`src/rtl/flow_reshaper_pkg.sv`:
```
// Shared constants and enumerations for the RGB565 -> planar CHW reshaper.
package flow_reshaper_pkg;

    localparam int IMG_W  = 320;
    localparam int IMG_H  = 240;
    localparam int NPIX   = IMG_W * IMG_H;
    localparam int ADDR_W = 20;

    typedef enum logic [1:0] {
        IDLE  = 2'd0,
        READ  = 2'd1,
        DRAIN = 2'd2
    } state_e;

    typedef enum logic [1:0] {
        CH_R = 2'd0,
        CH_G = 2'd1,
        CH_B = 2'd2
    } channel_e;

endpackage

```
`src/rtl/flow_reshaper_rgb565_expand.sv`:
```
// Picks one colour field out of an RGB565 pixel and widens it to 8 bits
// by replicating its top bits into the vacated LSBs (full-scale maps to 0xFF).
module rgb565_expand
    import flow_reshaper_pkg::*;
(
    input  logic [15:0] pixel,
    input  channel_e    ch,
    output logic [7:0]  chan_byte
);

    // Field select plus MSB replication.
    always_comb begin
        chan_byte = 8'h00;
        case (ch)
            CH_R:    chan_byte = {pixel[15:11], pixel[15:13]};
            CH_G:    chan_byte = {pixel[10:5],  pixel[10:9]};
            CH_B:    chan_byte = {pixel[4:0],   pixel[4:2]};
            default: chan_byte = 8'h00;
        endcase
    end

endmodule

```
`src/rtl/flow_reshaper.sv`:
```
// Reads a whole RGB565 frame three times (once per channel) and streams the
// extracted channel bytes out as contiguous R, G and B planes.
module flow_reshaper
    import flow_reshaper_pkg::*;
#(
    parameter int FRAME_W = IMG_W,
    parameter int FRAME_H = IMG_H,
    parameter int AW      = ADDR_W
) (
    input  logic          clk,
    input  logic          rstn,
    input  logic          ena,
    output logic          rd_en,
    output logic [AW-1:0] rd_addr,
    input  logic [15:0]   rd_data,
    output logic          wr_en,
    output logic [AW-1:0] wr_addr,
    output logic [7:0]    wr_data
);

    localparam logic [AW-1:0] LAST_PIX = AW'(FRAME_W * FRAME_H - 1);

    // Read side: pix_reg doubles as the registered read address, out_idx_reg
    // is the matching plane-linear destination index (ch*NPIX + pix).
    state_e        state_reg,   state_next;
    channel_e      ch_reg,      ch_next;
    logic [AW-1:0] pix_reg,     pix_next;
    logic [AW-1:0] out_idx_reg, out_idx_next;
    logic          rd_en_reg,   rd_en_next;
    logic          drain_reg,   drain_next;

    // Write side: one stage aligned with rd_data, one stage for the byte.
    logic          wr_en_reg;
    logic [AW-1:0] wr_addr_reg;
    channel_e      ch_d_reg;
    logic [7:0]    wr_data_reg;
    logic [7:0]    expanded;

    rgb565_expand u_expand (
        .pixel     (rd_data),
        .ch        (ch_d_reg),
        .chan_byte (expanded)
    );

    // Control state, counters and read strobe registers.
    always_ff @(posedge clk or negedge rstn) begin
        if (!rstn) begin
            state_reg   <= IDLE;
            ch_reg      <= CH_R;
            pix_reg     <= '0;
            out_idx_reg <= '0;
            rd_en_reg   <= 1'b0;
            drain_reg   <= 1'b0;
        end else begin
            state_reg   <= state_next;
            ch_reg      <= ch_next;
            pix_reg     <= pix_next;
            out_idx_reg <= out_idx_next;
            rd_en_reg   <= rd_en_next;
            drain_reg   <= drain_next;
        end
    end

    // Next-state logic: sequence pix 0..NPIX-1 for each channel, then drain.
    always_comb begin
        state_next   = state_reg;
        ch_next      = ch_reg;
        pix_next     = pix_reg;
        out_idx_next = out_idx_reg;
        rd_en_next   = 1'b0;
        drain_next   = drain_reg;
        case (state_reg)
            IDLE: begin
                if (ena) begin
                    state_next   = READ;
                    ch_next      = CH_R;
                    pix_next     = '0;
                    out_idx_next = '0;
                    rd_en_next   = 1'b1;
                end
            end
            READ: begin
                if (pix_reg == LAST_PIX) begin
                    if (ch_reg == CH_B) begin
                        // Last read issued; leave addresses at their final value.
                        state_next = DRAIN;
                        drain_next = 1'b0;
                    end else begin
                        ch_next      = channel_e'(ch_reg + 2'd1);
                        pix_next     = '0;
                        out_idx_next = out_idx_reg + 1'b1;
                        rd_en_next   = 1'b1;
                    end
                end else begin
                    pix_next     = pix_reg + 1'b1;
                    out_idx_next = out_idx_reg + 1'b1;
                    rd_en_next   = 1'b1;
                end
            end
            DRAIN: begin
                // Two cycles: one for the RAM read, one for the byte register.
                drain_next = 1'b1;
                if (drain_reg) begin
                    state_next = IDLE;
                end
            end
            default: begin
                state_next = IDLE;
            end
        endcase
    end

    // Write pipeline: strobe/address/channel follow the read by one cycle,
    // the extracted byte one cycle after that.
    always_ff @(posedge clk or negedge rstn) begin
        if (!rstn) begin
            wr_en_reg   <= 1'b0;
            wr_addr_reg <= '0;
            ch_d_reg    <= CH_R;
            wr_data_reg <= 8'h00;
        end else begin
            wr_en_reg <= rd_en_reg;
            if (rd_en_reg) begin
                wr_addr_reg <= out_idx_reg;
                ch_d_reg    <= ch_reg;
            end
            if (wr_en_reg) begin
                wr_data_reg <= expanded;
            end
        end
    end

    assign rd_en   = rd_en_reg;
    assign rd_addr = pix_reg;
    assign wr_en   = wr_en_reg;
    assign wr_addr = wr_addr_reg;
    assign wr_data = wr_data_reg;

endmodule

```
`config.mk`:
```
export PLATFORM = sky130hd
export DESIGN_NAME = flow_reshaper
export DESIGN_NICKNAME = d
export VERILOG_FILES = /design/src/rtl/flow_reshaper_pkg.sv /design/src/rtl/flow_reshaper_rgb565_expand.sv /design/src/rtl/flow_reshaper.sv
export SDC_FILE = /design/constraint.sdc
export NUM_CORES = 1
export LEC_CHECK = 0
export CORE_MARGIN = 3
export CORE_UTILIZATION = 52
export DETAILED_ROUTE_END_ITERATION = 8
export GPL_TIMING_DRIVEN = 0
export HOLD_SLACK_MARGIN = 0.12
export PLACE_DENSITY = 0.79
export RECOVER_POWER = 100
export SYNTH_ARGS = -nofsm -noshare
export SYNTH_HDL_FRONTEND = slang
export SYNTH_SLANG_ARGS = --single-unit
```
`constraint.sdc`:
```
create_clock -name clk -period 2.37 [get_ports clk]
set_input_delay 0.474 -clock clk [delete_from_list [all_inputs] [get_ports clk]]
set_output_delay 0.474 -clock clk [all_outputs]
set_load 0.01 [all_outputs]
```
== Word-level counts from Yosys, hierarchy flattened ==
Cells that the tools add are included.

* Output and inout bits: 50
* Register bits: 77
* Logic and storage cells: 57

* Equal/unequal tests: 12
* Reduce and logical (&&, ||, !) cells: 8
* Multiplexer cells: 24
* $add $sub $neg: 3

{| class="wikitable"
|+ Operators with widths
! cell !! count
|-
| two-way mux 20 bit || 5
|-
| one-hot mux 20 bit (2 select lines) || 2
|-
| adder 20 x 1 -> 20 bit, second input constant || 2
|-
| one-hot mux 8 bit (3 select lines) || 1
|-
| equality test 20 x 17 -> 1 bit, second input constant || 1
|-
| two-way mux 2 bit || 7
|-
| != test 2 bit, second input constant || 5
|-
| AND reduction 4 bit || 2
|-
| equality test 2 bit, second input constant || 3
|-
| one-hot mux 2 bit (3 select lines) || 1
|-
| AND reduction 3 bit || 2
|-
| two-way mux 1 bit || 5
|-
| equality test 2 x 1 -> 1 bit, second input constant || 2
|-
| zero test 2 bit || 2
|-
| one-hot mux 1 bit (2 select lines) || 2
|-
| one-hot mux 2 bit (2 select lines) || 1
|-
| nonzero test 2 bit || 2
|-
| != test 3 bit, second input constant || 1
|-
| adder 2 x 1 -> 2 bit, second input constant || 1
|}

== Depth between registers and ports, before layout ==
Gate-level depths: netlist (run 1).

* Depth in word-level cells: 4
* Gate-level depth with buffers: 8
* Mapped depth without buffers: 7

== Hierarchy ==
Synthesis (run 1) repeated with hierarchy kept, for this count alone.

* Cells, all modules: 355
* Area total of the unflattened synthesis: 3866.2 µm²

{| class="wikitable"
|+ By module, submodules not included
! module !! seq. area each (µm²) !! cells an instance !! area each (µm²) !! times used
|-
| flow_reshaper || 1926.8 || 337 || 3721.1 || 1
|-
| rgb565_expand || 0.0 || 18 || 145.1 || 1
|}

== Least setup slack after synthesis (run 1) ==
OpenSTA, ideal clock, no wires.

* Kind: register -> register
* Start point: register pix_reg[0], in the netlist rd_addr[0]
* End point: register out_idx_reg[18]
* Required time: 2.292 ns
* Arrival time: 1.970 ns
* Path slack: 0.322 ns
* Stages on the path, launching flop included: 8
* Period minus slack after synthesis: 2.048 ns
* Setup time: 0.078 ns
* Buffers on the path: 1
* Path through: dfrtp_1 > ha_1 > nand3_1 > nor3_4 > a31o_4 > buf_8 > or4_1 > a21oi_1

* Longest elaborated chain between the ends: 3
* Elaborated cells on any way between the ends: 5
* Classes of those cells: eq/ne (2); mux (2); reduce/logical (1)

{| class="wikitable"
|+ Ends and longest elaborated chain
! what !! line !! source
|-
| from (decl) || flow_reshaper.sv:27 || <nowiki>logic [AW-1:0] pix_reg, pix_next;</nowiki>
|-
| from (signal assigned) || flow_reshaper.sv:57 || <nowiki>pix_reg <= pix_next;</nowiki>
|-
| equality test 20 x 17 -> 1 bit * || flow_reshaper.sv:83 || <nowiki>if (pix_reg == LAST_PIX) begin</nowiki>
|-
| != test 3 bit (no source line) or two-way mux 20 bit (tied branches) || n/a ||
|-
| AND reduction 3 bit (no source line) or one-hot mux 20 bit (2 select lines) (tied branches) || n/a ||
|-
| to (signal assigned) || flow_reshaper.sv:58 || <nowiki>out_idx_reg <= out_idx_next;</nowiki>
|-
| to (decl) || flow_reshaper.sv:28 || <nowiki>logic [AW-1:0] out_idx_reg, out_idx_next;</nowiki>
|}

Mark *: on every way between the ends. The rest lies on a longest branch, timed or not.
A chain may end at the register's enable or synchronous reset.

== Worst setup path after layout (run 1) ==
* Start point: register pix_reg[1], in the netlist rd_addr[1]
* End point: register out_idx_reg[19]

The elaborated chain is that of the path after synthesis.

==> results.py, run 1 <==
metrics = {
    "outcome": {
        "status": "completed",
    },
    "timing": {
        "skew_ns": 0.0120,
        "slew_headroom_pct": 42.8,
        "min_period_over_period_pct": 93.7,
        "setup_viol": 0,
        "period_needed_ns": 2.22,
        "setup_slack_ns": 0.150,
        "tightestPinTransition_ns": 0.858,
        "drv_slew": 0,
        "timing.final.hold_violations": 0,
        "timing.fmax_mhz": 451,
    },
    "place": {
        "dp_slack_ns": 0.121,
        "gp_congestion": 0.839,
        "place_inst": 527,
        "dp_hpwl_um": 6130,
        "place_area_um2": 4620,
        "port_buffers": 68,
    },
    "die": {
        "dieArea_um2": 8370,
        "rows": 30,
        "core_um2": 6940,
        "die_w_um": 91.5,
        "start_util_pct": 54.7,
        "die_h_um": 91.5,
        "io_pins": 69,
    },
    "grt": {
        "grt_max_degree": 43,
        "grtUsageMet3_pct": 5.72,
        "grt_pass1_wl_um": 14500,
        "first_global_vias": 3065,
        "grt_usage_pct": 21.5,
        "antenna_found_initial": 0,
        "gr-total-overflow": 0,
        "use_met2_pct": 33.3,
        "busiest_layer": "met2",
        "gr-usage-met1_pct": 29.2,
    },
    "setup_path": {
        "startpoint_type": "flop",
        "path_max_fanout": 10,
        "cp_data_required_time_ns": 2.65,
        "end_kind": "flop",
        "cp.arrival_ns": 2.50,
        "crit_type": "reg2reg",
    },
    "cts": {
        "clock-sinks": 77,
        "cts_made_buffers": 9,
        "cts_tree": "yes",
        "htree_levels": 3,
        "path_clk_slew_ns": 0.08,
        "clk_latency_ns": 0.35,
        "clockBufferDepth": 2,
        "root_buffer": "clkbuf_8",
    },
    "power": {
        "irDropWorstVdd_uv": 666,
        "total_power_w": 0.00482,
        "p_per_area_nw_per_um2": 998,
        "leakagePower_nw": 2.17,
    },
    "synth": {
        "ys_ff_latch": 77,
        "synth.distinct_cells": 52,
        "yosys.area.top_type": "dfrtp_1",
        "synth.area.top_cells": "dfrtp_1 (51%), mux2_2 (6.8%), a21oi_1 (5.4%), mux2i_1 (3.4%), nor2_1 (2.7%)",
        "synth_most_common_cell": "dfrtp_1",
        "netlist_area_um2": 3800,
        "synth_top_area_share_pct": 50.7,
        "synth_warnings": 0,
        "syn_nets": 384,
        "syn_inst": 362,
        "ys.flop_type": "dfrtp_1",
        "synth_commonest_cells": "dfrtp_1 (77), a21oi_1 (41), nor2_1 (27)",
        "syn_avg_cell_area_um2": 10.5,
        "synth-edff-count": 0,
        "ys_seq_area_share_pct": 50.7,
        "async_flop_share_pct": 100,
    },
    "finish": {
        "final_area_um2": 4830,
        "final_nets": 467,
        "drive_above_1_share_pct": 13.6,
        "area_delta_synth_final_pct": 27.2,
        "antennaDiodeCount": 0,
        "layout.cells.non_filler": 546,
    },
    "worst_hold_path": {
        "hold_path_class": "reg2reg",
    },
    "routing": {
        "ant_nets": 0,
        "vias": 3176,
        "routedWlPerCell_um": 15.8,
        "drt_iter0_drc": 173,
        "totalWireLength_um": 8610,
        "firstDrtPassIters": 4,
        "vias_per_cell": 5.82,
        "drc": 0,
    },
    "flow_run": {
        "drv_cap": 0,
    },
}
-- cell type report --
type | instances | area, µm²
Multi-Input combinational cell | 256 | 1710
Inverter | 9 | 33.8
Tap cell | 96 | 120
Buffer | 20 | 128
Clock inverter | 5 | 58.8
Timing Repair Buffer | 72 | 708
Fill cell | 530 | 2110
Clock buffer | 11 | 141
Sequential cell | 77 | 1930
-- power breakdown --
group	internal, W	total, W	switching, W
clock	0.000517	0.00100	0.000482
combinational	0.000888	0.00178	0.000892
sequential	0.00167	0.00204	0.000370
total	0.00308	0.00482	0.00174
-- cell usage in the layout, fill, tap and decap left out, types with 4 or more instances in the layout --
cell             Yosys  routed
dfrtp_1             77      77
dlygate4sd3_1        0      51
a21oi_1             41      41
nor2_1              27      27
nand2_1             25      25
mux2_2              23      23
o21ai_0             18      18
clkdlybuf4s50_1      0      17
nand3_1             13      13
mux2i_1             13      13
clkbuf_1             9      11
nand4_1             10      10
clkbuf_8             0      10
inv_1                9       9
o31ai_1              9       9
or4_1                7       7
and3_1               6       6
and2_1               5       5
nand2b_1             5       5
a31oi_1              5       5
or3_1                5       5
buf_4                2       4
-- logic make-up (layout without fill, tap and decap cells) --
kind of cell | Yosys count | in the layout | share of synthesized area (%)
simple gates | 121 | 121 | 18.3
compound gates | 96 | 96 | 15.5
flops | 77 | 77 | 50.7
mux | 36 | 36 | 10.2
buf+inv | 29 | 117 | 4.22
fa+ha+maj | 3 | 3 | 0.988
-- worst max-delay path: stages (launching register included) --
cell and delay (ns):
dfrtp_1 0.44, ha_2 0.26, nand3_1 0.20, nor3_4 0.35
a31o_4 0.26, inv_1 0.10, buf_4 0.20, nand4_1 0.13
mux2i_1 0.19
-- path summary, 6_finish.rpt --
kind / cells past startpoint / from / end / slack (ns)
min in group asynchronous: 2 / rstn / out_idx_reg[18]$_DFFE_PN0P_ / 0.77
hold reg to reg: 1 / rd_addr[9]$_DFFE_PN0P_ / rd_addr[9]$_DFFE_PN0P_ / 0.50
setup reg to reg: 8 / rd_addr[1]$_DFFE_PN0P_ / out_idx_reg[19]$_DFFE_PN0P_ / 0.15
setup / recovery: 8 / rd_addr[1]$_DFFE_PN0P_ / out_idx_reg[19]$_DFFE_PN0P_ / 0.15
hold / removal: 1 / rd_addr[9]$_DFFE_PN0P_ / rd_addr[9]$_DFFE_PN0P_ / 0.50
max in group asynchronous: 3 / rstn / rd_addr[13]$_DFFE_PN0P_ / 0.44
-- layer usage --
metal  routed length, µm  vias to the layer above
met5                   0                        -
met4                 119                        0
met3                 545                       14
met2                4030                       95
met1                3920                     1557
li1                    -                     1510
-- stage by stage --
step	setup TNS, ns	hold WS [ns]	utilization, %
2_1_floorplan	0	0.178	-
3_3_place_gp	-141.90	0.486	66.2
3_5_place_dp	0	0.462	66.5
4_1_cts	0	0.510	69.5
5_1_grt	-0.0128	0.525	69.6
6_report	0	0.500	69.6
-- what timing repair did --
action / CTS / global route
hold buffers: 1 / 0
resized for setup: 0 / 3
setup endpoints to repair: 0 / 33
setup buffers: 0 / 2
endpoints found under the hold margin: 35 / 0
(Power assumes the default switching activity.)
==> run 2: changes to the inputs <==
- PLACE_DENSITY: 0.79 -> 0.76
==> results.py, run 2 (synthesis gave the netlist of run 1 again) <==
metrics = {
    "power": {
        "leakagePower_nw": 2.19,
        "p_per_area_nw_per_um2": 1030,
        "irDropWorstVdd_uv": 611,
    },
    "setup_path": {
        "end_kind": "flop",
        "path_max_fanout": 10,
        "r2r_setup_slack_ns": 0.12,
        "cp.arrival_ns": 2.53,
        "crit_type": "reg2reg",
        "cp_data_required_time_ns": 2.65,
        "startpoint_type": "flop",
    },
    "grt": {
        "gr-usage-met1_pct": 29.2,
        "busiest_layer": "met2",
        "grt_max_degree": 42,
        "first_global_vias": 3112,
        "grtUsageMet3_pct": 4.97,
        "antenna_found_initial": 0,
        "grt_usage_pct": 22.2,
        "grt_pass1_wl_um": 15000,
        "gr-total-overflow": 0,
        "use_met2_pct": 35.2,
    },
    "finish": {
        "layout_common_cells": "dfrtp_1 (77), dlygate4sd3_1 (51), a21oi_1 (41), nor2_1 (27), nand2_1 (25)",
        "final_util_pct": 70.1,
        "final_nets": 468,
        "layout.cells.non_filler": 546,
        "final_common_cell": "dfrtp_1",
        "antennaDiodeCount": 0,
        "drive_above_1_share_pct": 14.0,
        "area_delta_synth_final_pct": 28.2,
    },
    "timing": {
        "skew_ns": 0.00696,
        "setup_viol": 0,
        "slew_headroom_pct": 38.9,
        "period_needed_ns": 2.25,
        "grt_setup_unrepaired": "false",
        "tightestPinTransition_ns": 0.916,
        "timing.final.hold_violations": 0,
        "whs_ns": 0.498,
        "min_period_over_period_pct": 94.8,
        "timing.fmax_mhz": 445,
        "drv_slew": 0,
        "fin_setup_tns_ns": 0,
    },
    "outcome": {
        "status": "completed",
    },
    "worst_hold_path": {
        "hold_path_class": "reg2reg",
    },
    "die": {
        "start_util_pct": 54.7,
        "die_h_um": 91.5,
        "dieArea_um2": 8370,
        "die_w_um": 91.5,
        "core_um2": 6940,
        "rows": 30,
        "io_pins": 69,
    },
    "routing": {
        "drc": 0,
        "vias_per_cell": 5.85,
        "totalWireLength_um": 9000,
        "firstDrtPassIters": 5,
        "ant_nets": 0,
        "routedWlPerCell_um": 16.5,
        "vias": 3193,
        "drt_iter0_drc": 176,
    },
    "cts": {
        "clk_latency_ns": 0.36,
        "path_clk_slew_ns": 0.08,
        "root_buffer": "clkbuf_8",
        "clockBufferDepth": 2,
        "cts_tree": "yes",
        "clock-sinks": 77,
        "htree_levels": 3,
        "cts_made_buffers": 9,
    },
    "place": {
        "port_buffers": 68,
        "gp_congestion": 0.816,
        "place_inst": 527,
        "dp_hpwl_um": 6150,
    },
    "flow_run": {
        "drv_cap": 0,
    },
}
run 2: cell types whose count changed in the layout (fill, tap and decap cells not counted), sizes merged:
cell	change
bufinv	+2
clkbuf	-1
clkinvlp	-1
run 2: worst max-delay path: stages, from the launching register on:
cell and delay [ns]:
dfrtp_1 0.46, ha_2 0.29, nand3_1 0.20, nor3_4 0.34, a31o_4 0.26, inv_1 0.10, buf_4 0.20, nand4_1 0.13
mux2i_1 0.18
run 2: layout make-up:
class / instances / area, µm²
repair buffers: 73 / 716
clock buffers: 9 / 124
well taps: 96 / 120
fillers: 527 / 2080
multi-input cells: 256 / 1710
plain buffers: 20 / 123
clock inverters: 6 / 111
inverters: 9 / 33.8
flip-flops and latches: 77 / 1930
run 2: worst paths after layout:
path / from / endpoint / cells after the start
worst max-delay path: rd_addr[0]$_DFFE_PN0P_ / out_idx_reg[19]$_DFFE_PN0P_ / 8
worst min-delay path: rd_en$_DFF_PN0_ / wr_en$_DFF_PN0_ / 0
worst max register to register: rd_addr[0]$_DFFE_PN0P_ / out_idx_reg[19]$_DFFE_PN0P_ / 8
worst min register to register: rd_en$_DFF_PN0_ / wr_en$_DFF_PN0_ / 0
max in group asynchronous: rstn / out_idx_reg[8]$_DFFE_PN0P_ / 3
min in group asynchronous: rstn / wr_addr[18]$_DFFE_PN0P_ / 2
run 2: stage by stage:
stage / power [W] / instance area (µm²) / worst slack, ns
final: 0.00502 / 4870 / 0.124
after global routing: 0.00533 / 4870 / 0.0263
after CTS: 0.00515 / 4860 / 0.0413
after detailed placement: 0.00395 / 4620 / 0.122
after global placement: 0.00388 / 4600 / -1.88
after floorplan: 0.00307 / 3800 / 0.322
run 2: report_power, final:
part           leakage (nW)  switching [W]  internal, W
clock                 0.116       0.000493     0.000695
sequential            0.995       0.000374      0.00167
combinational          1.08       0.000899     0.000886
total                  2.19        0.00177      0.00325
run 2: timing repair:
action / in CTS / in global routing
setup endpoints to repair: 0 / 28
gates resized for setup: 0 / 5
buffers inserted: 0 / 3
hold endpoints to repair: 36 / 0
hold buffers: 1 / 0
run 2: metal layers:
layer	vias to the layer above	routed length, µm
met5	-	0
met3	15	523
li1	1508	-
met1	1562	3950
met2	108	4360
met4	0	164
==> run 3: changes to the inputs <==
--- a/config.mk
+++ b/config.mk
@@ -8,3 +8,3 @@
 export CORE_MARGIN = 3
-export CORE_UTILIZATION = 52
+export CORE_UTILIZATION = 37
 export DETAILED_ROUTE_END_ITERATION = 8
@@ -12,3 +12,3 @@
 export HOLD_SLACK_MARGIN = 0.12
-export PLACE_DENSITY = 0.76
+export PLACE_DENSITY = 0.57
 export RECOVER_POWER = 100
==> constraint.sdc (replaced) <==
create_clock -name clk -period 2.37 [get_ports clk]
set_input_delay 0.3555 -clock clk [delete_from_list [all_inputs] [get_ports clk]]
set_output_delay 0.3555 -clock clk [all_outputs]
set_load 0.01 [all_outputs]
==> results.py, run 3 (synthesis gave the netlist of run 1 again) <==
metrics = {
    "finish": {
        "layout_common_cells": "dfrtp_1 (75), dlygate4sd3_1 (51), a21oi_1 (41), nor2_1 (27), nand2_1 (25)",
        "antennaDiodeCount": 0,
        "area_delta_synth_final_pct": 29.0,
        "drive_above_1_share_pct": 13.8,
        "layout.cells.non_filler": 582,
        "final_area_um2": 4900,
        "nFillCells": 930,
        "final_nets": 466,
        "final_common_cell": "dfrtp_1",
    },
    "setup_path": {
        "path_max_fanout": 10,
        "timing.rr.start": "rd_addr[17]$_DFFE_PN0P_",
        "r2r_setup_slack_ns": 0.18,
        "crit_type": "reg2reg",
        "startpoint": "rd_addr[17]$_DFFE_PN0P_",
        "cp_cell_sequence": "or4b_4 > nor4_4 > a31o_4 > inv_1 > buf_4 > nand4_1 > mux2i_1",
        "cpMaxStageDelayCell": "or4b_4",
        "cp.arrival_ns": 2.46,
        "end_kind": "flop",
        "max_stage_delay_ns": 0.57,
        "cp.buffers_inverters": 2,
        "crit_family": "simple AND/OR/NAND/NOR gates",
        "cp_data_required_time_ns": 2.64,
        "startpoint_type": "flop",
    },
    "timing": {
        "timing.fmax_mhz": 457,
        "setup_viol": 0,
        "tightestPinTransition_ns": 1.06,
        "slew_headroom_pct": 29.3,
        "drv_slew": 0,
        "skew_ns": 0.0118,
        "timing.final.hold_violations": 0,
        "grt_setup_unrepaired": "false",
        "whs_ns": 0.502,
        "fin_setup_tns_ns": 0,
        "period_needed_ns": 2.19,
        "min_period_over_period_pct": 92.3,
    },
    "routing": {
        "ant_nets": 0,
        "drc": 0,
        "routedWlPerCell_um": 15.6,
        "met3_length_um": 462,
        "wl_met1_um": 4230,
        "vias": 3124,
        "drt_iter0_drc": 141,
        "vias_per_cell": 5.37,
        "wl_met2_um": 4340,
        "totalWireLength_um": 9100,
        "highest_layer": "met4",
        "firstDrtPassIters": 4,
    },
    "cts": {
        "clk_latency_ns": 0.35,
        "cts_tree": "yes",
        "root_buffer": "clkbuf_8",
        "cts_made_buffers": 9,
        "htree_levels": 3,
        "clock-sinks": 77,
        "clockBufferDepth": 2,
        "path_clk_slew_ns": 0.08,
    },
    "grt": {
        "grt_usage_pct": 16.7,
        "antenna_found_initial": 0,
        "gr-total-overflow": 0,
        "grt_max_degree": 62,
        "first_global_vias": 3058,
        "grt_pass1_wl_um": 15400,
    },
    "die": {
        "core_um2": 9860,
        "rows": 36,
        "start_util_pct": 38.5,
        "dieArea_um2": 11500,
        "die_h_um": 107,
        "die_w_um": 107,
        "io_pins": 69,
    },
    "power": {
        "irDropWorstVdd_uv": 511,
        "p_per_area_nw_per_um2": 1000,
        "leakagePower_nw": 2.17,
    },
    "worst_hold_path": {
        "hold_path_class": "reg2reg",
        "min_from": "wr_addr[13]$_DFFE_PN0P_",
    },
    "place": {
        "dp_hpwl_um": 6410,
        "place_area_um2": 4670,
        "port_buffers": 68,
        "place_inst": 564,
        "gp_congestion": 0.812,
    },
    "flow_run": {
        "drv_cap": 0,
    },
    "outcome": {
        "status": "completed",
    },
}
run 3: cell types whose count changed in the layout (fill, tap and decap cells not counted), sizes merged:
| cell | before | now |
|---|---|---|
| clkinvlp | 1 | 3 |
| buf | 11 | 10 |
| bufinv | 3 | 2 |
| inv | 10 | 9 |
run 3: through the flow:
| stage | setup WS (ns) | total power (W) | utilization (%) |
|---|---|---|---|
| floorplan | 0.322 | 0.00307 | - |
| global placement | -1.93 | 0.00394 | 47.1 |
| detailed placement | 0.0989 | 0.00398 | 47.3 |
| CTS | 0.0742 | 0.00508 | 49.6 |
| global route | 0.0259 | 0.00528 | 49.7 |
| finish | 0.182 | 0.00491 | 49.7 |
run 3: cell type report:
cell class                 count  area [µm²]  area share (%)
sequential                    77        1930            39.4
multi-input combinational    256        1710            35.0
timing repair buffer          71         719            14.7
tap                          133         166            3.40
clock buffer                  10         128            2.60
buffer                        20         123            2.50
clock inverter                 6        87.6            1.79
inverter                       9        33.8           0.689
run 3: worst paths after layout:
| check | endpoint | depth (start not counted) |
|---|---|---|
| max in group asynchronous | rd_addr[0]$_DFFE_PN0P_ | 3 |
| worst max register to register | out_idx_reg[19]$_DFFE_PN0P_ | 7 |
| min in group asynchronous | wr_addr[17]$_DFFE_PN0P_ | 2 |
| worst min-delay path | wr_addr[13]$_DFFE_PN0P_ | 1 |
| worst min register to register | wr_addr[13]$_DFFE_PN0P_ | 1 |
| worst max-delay path | out_idx_reg[19]$_DFFE_PN0P_ | 7 |
run 3: where the power goes:
part           leakage (nW)  switching, W  total (W)  internal, W
logic                  1.08      0.000887    0.00177     0.000887
registers             0.993      0.000382    0.00206      0.00167
clock network        0.0985      0.000491    0.00108     0.000591
run 3: what timing repair did:
item,4_1_cts,5_1_grt
gates resized for setup,0,7
setup endpoints to repair,0,31
endpoints found under the hold margin,16,0
hold buffers,1,0
setup buffers,0,1
run 3: routing by layer:
| metal | track usage (%) | vias to the layer above |
|---|---|---|
| met5 | 0 | - |
| met4 | 5.02 | 0 |
| met3 | 3.96 | 6 |
| met2 | 27.3 | 86 |
| met1 | 22.0 | 1529 |
| li1 | - | 1503 |
